[src/rtl/blake_digest_buffer.sv]
// Digest output buffer for the BLAKE-512 core: captures pipeline results into a
// small credit-managed FIFO. Optional statistics counters via BLAKE_DBUF_STATS_EN.
module blake_digest_buffer #(
  parameter int DEPTH = 4,
  parameter int DW    = 512,
  parameter int CW    = 3
) (
  input  logic          clk,
  input  logic          rst,
  input  logic          job_start,
  input  logic          cap_en,
  input  logic [DW-1:0] digest_in,
  output logic          start_ok,
  output logic [DW-1:0] dout,
  output logic          dout_valid,
  input  logic          dout_ready,
  output logic [CW-1:0] occupancy,
  output logic [CW-1:0] inflight,
`ifdef BLAKE_DBUF_STATS_EN
  output logic [31:0]   digest_cnt,
  output logic [31:0]   stall_cnt,
`endif
  output logic          err_overflow
);

  localparam int          AW      = $clog2(DEPTH);
  localparam logic [CW:0] DEPTH_W = (CW+1)'(DEPTH);

  logic [AW-1:0] wr_ptr_q, wr_ptr_d;
  logic [AW-1:0] rd_ptr_q, rd_ptr_d;
  logic [CW-1:0] occ_q, occ_d;
  logic [CW-1:0] infl_q, infl_d;
  logic          err_q, err_d;
  logic [DW-1:0] mem_q [DEPTH];
  logic [DW-1:0] mem_d [DEPTH];
  logic          start_acc;
  logic          capture;
  logic          pop;

  // Credits count both stored and reserved slots, so a capture always finds room.
  always_comb begin
    start_ok   = ({1'b0, occ_q} + {1'b0, infl_q}) < DEPTH_W;
    dout_valid = (occ_q != '0);
    dout       = mem_q[rd_ptr_q];
    start_acc  = job_start & start_ok;
    capture    = cap_en & (infl_q != '0);
    pop        = dout_valid & dout_ready;
  end

  always_comb begin
    wr_ptr_d = wr_ptr_q;
    rd_ptr_d = rd_ptr_q;
    mem_d    = mem_q;
    if (capture) begin
      mem_d[wr_ptr_q] = digest_in;
      wr_ptr_d        = wr_ptr_q + AW'(1);
    end
    if (pop) begin
      rd_ptr_d = rd_ptr_q + AW'(1);
    end
    infl_d = infl_q + CW'(start_acc) - CW'(capture);
    occ_d  = occ_q + CW'(capture) - CW'(pop);
    err_d  = err_q | (job_start & ~start_ok) | (cap_en & (infl_q == '0));
  end

  always_ff @(posedge clk) begin
    if (rst) begin
      wr_ptr_q <= '0;
      rd_ptr_q <= '0;
      occ_q    <= '0;
      infl_q   <= '0;
      err_q    <= 1'b0;
    end else begin
      wr_ptr_q <= wr_ptr_d;
      rd_ptr_q <= rd_ptr_d;
      occ_q    <= occ_d;
      infl_q   <= infl_d;
      err_q    <= err_d;
    end
  end

  // Storage needs no reset: an entry is only read after it has been written.
  always_ff @(posedge clk) begin
    mem_q <= mem_d;
  end

  assign occupancy    = occ_q;
  assign inflight     = infl_q;
  assign err_overflow = err_q;

`ifdef BLAKE_DBUF_STATS_EN
  logic [31:0] digest_cnt_q, digest_cnt_d;
  logic [31:0] stall_cnt_q, stall_cnt_d;

  always_comb begin
    digest_cnt_d = digest_cnt_q + 32'(pop);
    stall_cnt_d  = stall_cnt_q + 32'(dout_valid & ~dout_ready);
  end

  always_ff @(posedge clk) begin
    if (rst) begin
      digest_cnt_q <= '0;
      stall_cnt_q  <= '0;
    end else begin
      digest_cnt_q <= digest_cnt_d;
      stall_cnt_q  <= stall_cnt_d;
    end
  end

  assign digest_cnt = digest_cnt_q;
  assign stall_cnt  = stall_cnt_q;
`endif

endmodule
[config.mk]
export PLATFORM = sky130hd
export DESIGN_NAME = blake_digest_buffer
export DESIGN_NICKNAME = d
export VERILOG_FILES = /design/src/rtl/blake_digest_buffer.sv
export SDC_FILE = /design/constraint.sdc
export NUM_CORES = 1
export LEC_CHECK = 0
export ABC_AREA = 1
export CORE_MARGIN = 2
export CORE_UTILIZATION = 50
export CTS_CLUSTER_DIAMETER = 80
export DETAILED_ROUTE_END_ITERATION = 8
export PLACE_DENSITY = 0.8
export SLEW_MARGIN = 20
export SYNTH_ARGS = -nofsm -noshare
export SYNTH_HDL_FRONTEND = slang
export SYNTH_SLANG_ARGS = --single-unit
[constraint.sdc]
create_clock -name clk -period 25.6 [get_ports clk]
set_input_delay 5.12 -clock clk [delete_from_list [all_inputs] [get_ports clk]]
set_output_delay 5.12 -clock clk [all_outputs]
set_load 0.005 [all_outputs]
Word level (Yosys, flattened, before mapping)
Index checks and enable logic that the tools add are counted.
{ "word_totals": {"reg_bits": 2059, "input_bits": 517, "out_inout_bits": 521, "word_cells": 40} }
{ "op_classes": {"addsub": 7, "n_lt_le_gt_ge": 4, "mux": 6, "bitwise_logic": 10, "reduce_logical": 4} }
{ "ops": {"columns": ["op", "count"], "rows": [
  ["2048-bit bitwise mux", 1],
  ["512-bit two-way mux", 3],
  ["512-bit binary-select mux with 2-bit select", 1],
  ["512-bit demux with 2-bit select", 1],
  ["3-bit by 1-bit adder with 3-bit output", 2],
  ["3-bit greater-or-equal comparator, second input constant", 2],
  ["2-bit NOT with 3-bit output", 2],
  ["3-bit nonzero test", 2],
  ["3-bit by 1-bit subtractor with 3-bit output", 2],
  ["1-bit AND", 5],
  ["2-bit by 1-bit adder with 2-bit output, second input constant", 2],
  ["3-bit by 3-bit adder with 4-bit output", 1],
  ["4-bit by 3-bit < comparator with 1-bit output, second input constant", 1],
  ["3-bit zero test", 1],
  ["3-bit by 1-bit < comparator with 1-bit output, second input constant", 1],
  ["1-bit OR", 2],
  ["1-bit logical AND", 1],
  ["1-bit NOT", 1]
]} }

Depth between registers and ports, before layout
{ "depth": {"ltp_word": 6, "ltp_mapped": 12, "depth_no_buf": 12} }

Worst setup path before layout
Ideal clock, no wire load.
{ "synth_timing": {"path_kind": "input port to flip-flop", "from": "input port cap_en", "to": "register mem_q[0] (netlist name) (enable)", "setup_time_ps": 1402, "arrival_time_ps": 26444, "required_time_ps": 24198, "path_slack_ps": -2246, "stages": 2, "n_path_buf": 0, "cell_sequence": "nand2_1 > nor2_1"} }
{ "synth_via": {"elab_chain_cells": 1} }
{ "synth_rtl": {"columns": ["item", "line_no", "source"], "rows": [
  ["start, declared", "11", "input logic cap_en,"],
  ["1-bit AND", "46", "capture = cap_en & (infl_q != '0);"],
  ["end signal, assigned", "84", "mem_q <= mem_d;"],
  ["end, declared", "34", "logic [DW-1:0] mem_q [DEPTH];"]
]} }
No other way between the ends.
A chain may end at the register's enable or synchronous reset.

Worst setup path after layout
{ "layout_timing": {"from": "register rd_ptr_q[0]", "to": "output port dout[271]"} }
{ "layout_via": {"elab_chain_cells": 4} }
{ "layout_rtl": {"columns": ["item", "line_no", "source"], "rows": [
  ["start, declared", "30", "logic [AW-1:0] rd_ptr_q, rd_ptr_d;"],
  ["start signal, assigned", "75", "rd_ptr_q <= rd_ptr_d;"],
  ["2-bit NOT with 3-bit output (not written as such)", "44", "dout = mem_q[rd_ptr_q];"],
  ["512-bit binary-select mux with 2-bit select", "44", null],
  ["512-bit two-way mux (not written as such) (2 in series)", "44", null],
  ["end, declared", "14", "output logic [DW-1:0] dout,"]
]} }
No other way between the ends. The select of a mux whose other input is x is not followed.

==> metrics.cfg <==
[run_status]
status = complete, no violations

[final_layout]
multiInputGateArea_um2 = 14300
final.fill_count = 10500
syn2layout_area_growth_pct = 23.5
final_cell_mix = edfxtp_1 (2048), clkdlybuf4s50_1 (1037), o21ai_0 (1027), nor2_1 (838), o22ai_1 (312)
drive_gt1_share_pct = 12.0
final_cells = 8268
seqCellArea_um2 = 61700
layout.nets = 6526
final_common_cell = edfxtp_1
postLayoutCellArea_um2 = 96200

[worst_setup_path]
crit_fanout = 225
crit_chain = clkinv_16 -> buf_4 -> buf_4 -> buf_4 -> buf_4 -> o21ai_0 -> o22ai_1 -> clkdlybuf4s50_1
cpPeakStageDelay_ps = 950
cp-start-kind = register
crit_type = reg -> out
critPathBufInv = 6
critPathArrivalTime_ps = 6820
crit_slowest_cell = buf_4
critPathTopFamily = buffers and inverters
end_kind = primary output
crit_top_cell = buf_4
critPathRequiredTime_ps = 20480

[synth]
synth.distinct_cells = 24
syn-num-nets = 5575
synthSimpleGateAreaFrac_pct = 5.77
synth_warnings = 0
synth_area_um2 = 77900
ys_seq_area_share_pct = 79.2
synthCells = 5046
synth.avg_cell_area_um2 = 15.4
synth_compound_area_share_pct = 12.3
synthMuxAreaShare_pct = 0
synth_fa_ha_area_share_pct = 0.212
synth_xor_area_share_pct = 0.0225
synth_ff_type = edfxtp_1
synth_top_family_by_area = compound AO/OA/AOI/OAI gates
async_flop_share_pct = 0
ys_seq_elements = 2059
synth_edf_count = 2048

[global_route]
grt_pass1_wl_um = 294000
grt_start_max_net_pins = 226
grt_usage_pct = 24.6
grt_pass1_vias = 46700
antenna_found_initial = 77
grt-ovfl-total = 0

[timing]
hold_viol_final = 0
rsz0062_at_grt = no
slew_headroom_pct = 23.7
worstMarginPinSlew_ps = 1140
final_max_slew_viol_count = 0
fmaxAchievable_mhz = 83.8
finalCritPeriodShare_pct = 46.6
setup_tns_ps = 0
setup_slack_ps = 13660
final.min_clock_period_ps = 11940
setup_viol = 0
skew_ps = 44.5

[place]
dp_hpwl_um = 122000
gp_congestion = 0.873
portBuffers = 1037
place_ws_ps = 14650
dp.cells = 7842
placed_cell_area_um2 = 89700

[floorplanning]
die_w_um = 399
ios = 1038
die_area_um2 = 159000
initial_utilization_pct = 50.5
die_y_um = 399
core_area_um2 = 154000
rows = 144

[clock_tree]
cts.clk_slew.worst_paths_ps = 60
htree_levels = 4
cts_hold_buffers = 0
numClockSinks = 2059
clock_latency_ps = 810
cts_resized = 0
cts_tree = yes
cts_buffer_depth = 3
cts_made_buffers = 197
clockRootBuffer = clkbuf_16
post-cts-setup-buffers = 0

[route]
wl_um = 205000
drt_iter0_drc = 5408
routedWlPerCell_um = 24.8
postRouteAntennaNets = 0
drc = 0
vias_per_cell = 5.84
vias = 48300
dr.pass1.iters = 6

[power]
power.total_uw = 10000
peakVddDrop_mv = 0.0940
power.density_nw_per_um2 = 104
cellLeakagePower_uw = 0.0311

[worst_hold_path]
min_path_type = reg -> reg

[job]
timing.max_cap.violations = 0

## path summary, 6_finish.rpt
| check | startpoint | end | slack [ps] | cells past startpoint |
|---|---|---|---|---|
| max | rd_ptr_q[0] | dout[271] | 13660 | 8 |
| min | wr_ptr_q[1] | wr_ptr_q[1] | 540 | 2 |
| max reg2reg | inflight[1] | mem_q[1174] | 19930 | 9 |
| min reg2reg | wr_ptr_q[1] | wr_ptr_q[1] | 540 | 2 |
## cell usage after synthesis (2+ instances only)
master	number	area, um^2
o22ai_1	312	1950
xor2_1	2	17.5
edfxtp_1	2048	61500
a21oi_1	3	15.0
buf_2	94	470
ha_1	10	125
buf_12	22	440
dfxtp_1	11	220
inv_1	27	101
o22ai_2	200	2500
clkbuf_1	213	800
nand3_1	5	25.0
nand2_1	14	52.6
buf_6	3	33.8
nor2_1	842	3160
nor2_2	200	1250
buf_4	6	45.0
fa_1	2	40.0
o21ai_0	1027	5140
## power by group
| part | leakage [uW] | switching, uW | internal [uW] |
|---|---|---|---|
| registers | 0.0187 | 110 | 4190 |
| logic | 0.00923 | 1650 | 1210 |
| clock network | 0.00313 | 1230 | 1640 |
## kinds of logic (layout without fill, tap and decap cells)
kind of cell / after synthesis / count (layout)
buf+inv: 369 / 1483
xor+xnor: 2 / 2
simple gates: 1062 / 1062
fa+ha+maj: 12 / 12
other cells: 0 / 64
compound gates: 1542 / 1542
flops: 2059 / 2059
## per-stage QoR
step	hold WS, ps	utilization, %
global placement	518	58.1
global route	579	62.3
CTS	530	62.2
detailed placement	522	58.1
floorplan	499	-
finish	536	62.3
## sequential cells by signal (all words and copies together) (netlist names)
| signal | cells |
|---|---|
| occupancy | 3 |
| mem_q | 2048 |
| rd_ptr_q | 2 |
| inflight | 3 |
| wr_ptr_q | 2 |
| err_overflow | 1 |
## worst reg2reg max path, stage by stage (launching register included)
cell,delay [ps]
dfxtp_1,410
nor2_1,90
nand2_1,60
nand2_1,280
nor2_4,190
buf_4,670
buf_4,910
buf_4,890
buf_4,910
buf_4,820
## metal layers
layer	track usage, %	share of wire [%]	up-vias
met1	28.9	35	24100
met2	40.4	50	2467
met3	7.80	10	526
met5	0	0.11	-
li1	-	-	21200
met4	13.2	5.3	32
## layout make-up
type	count	area share (%)
antenna	64	0.166
clock buffer	232	5.33
clock inverter	130	1.34
inverter	29	0.148
multi-input combinational	2618	14.9
sequential	2059	64.1
tap	2044	2.66
timing repair buffer	1092	11.3
Note: power is estimated with default switching activity, not from simulation.
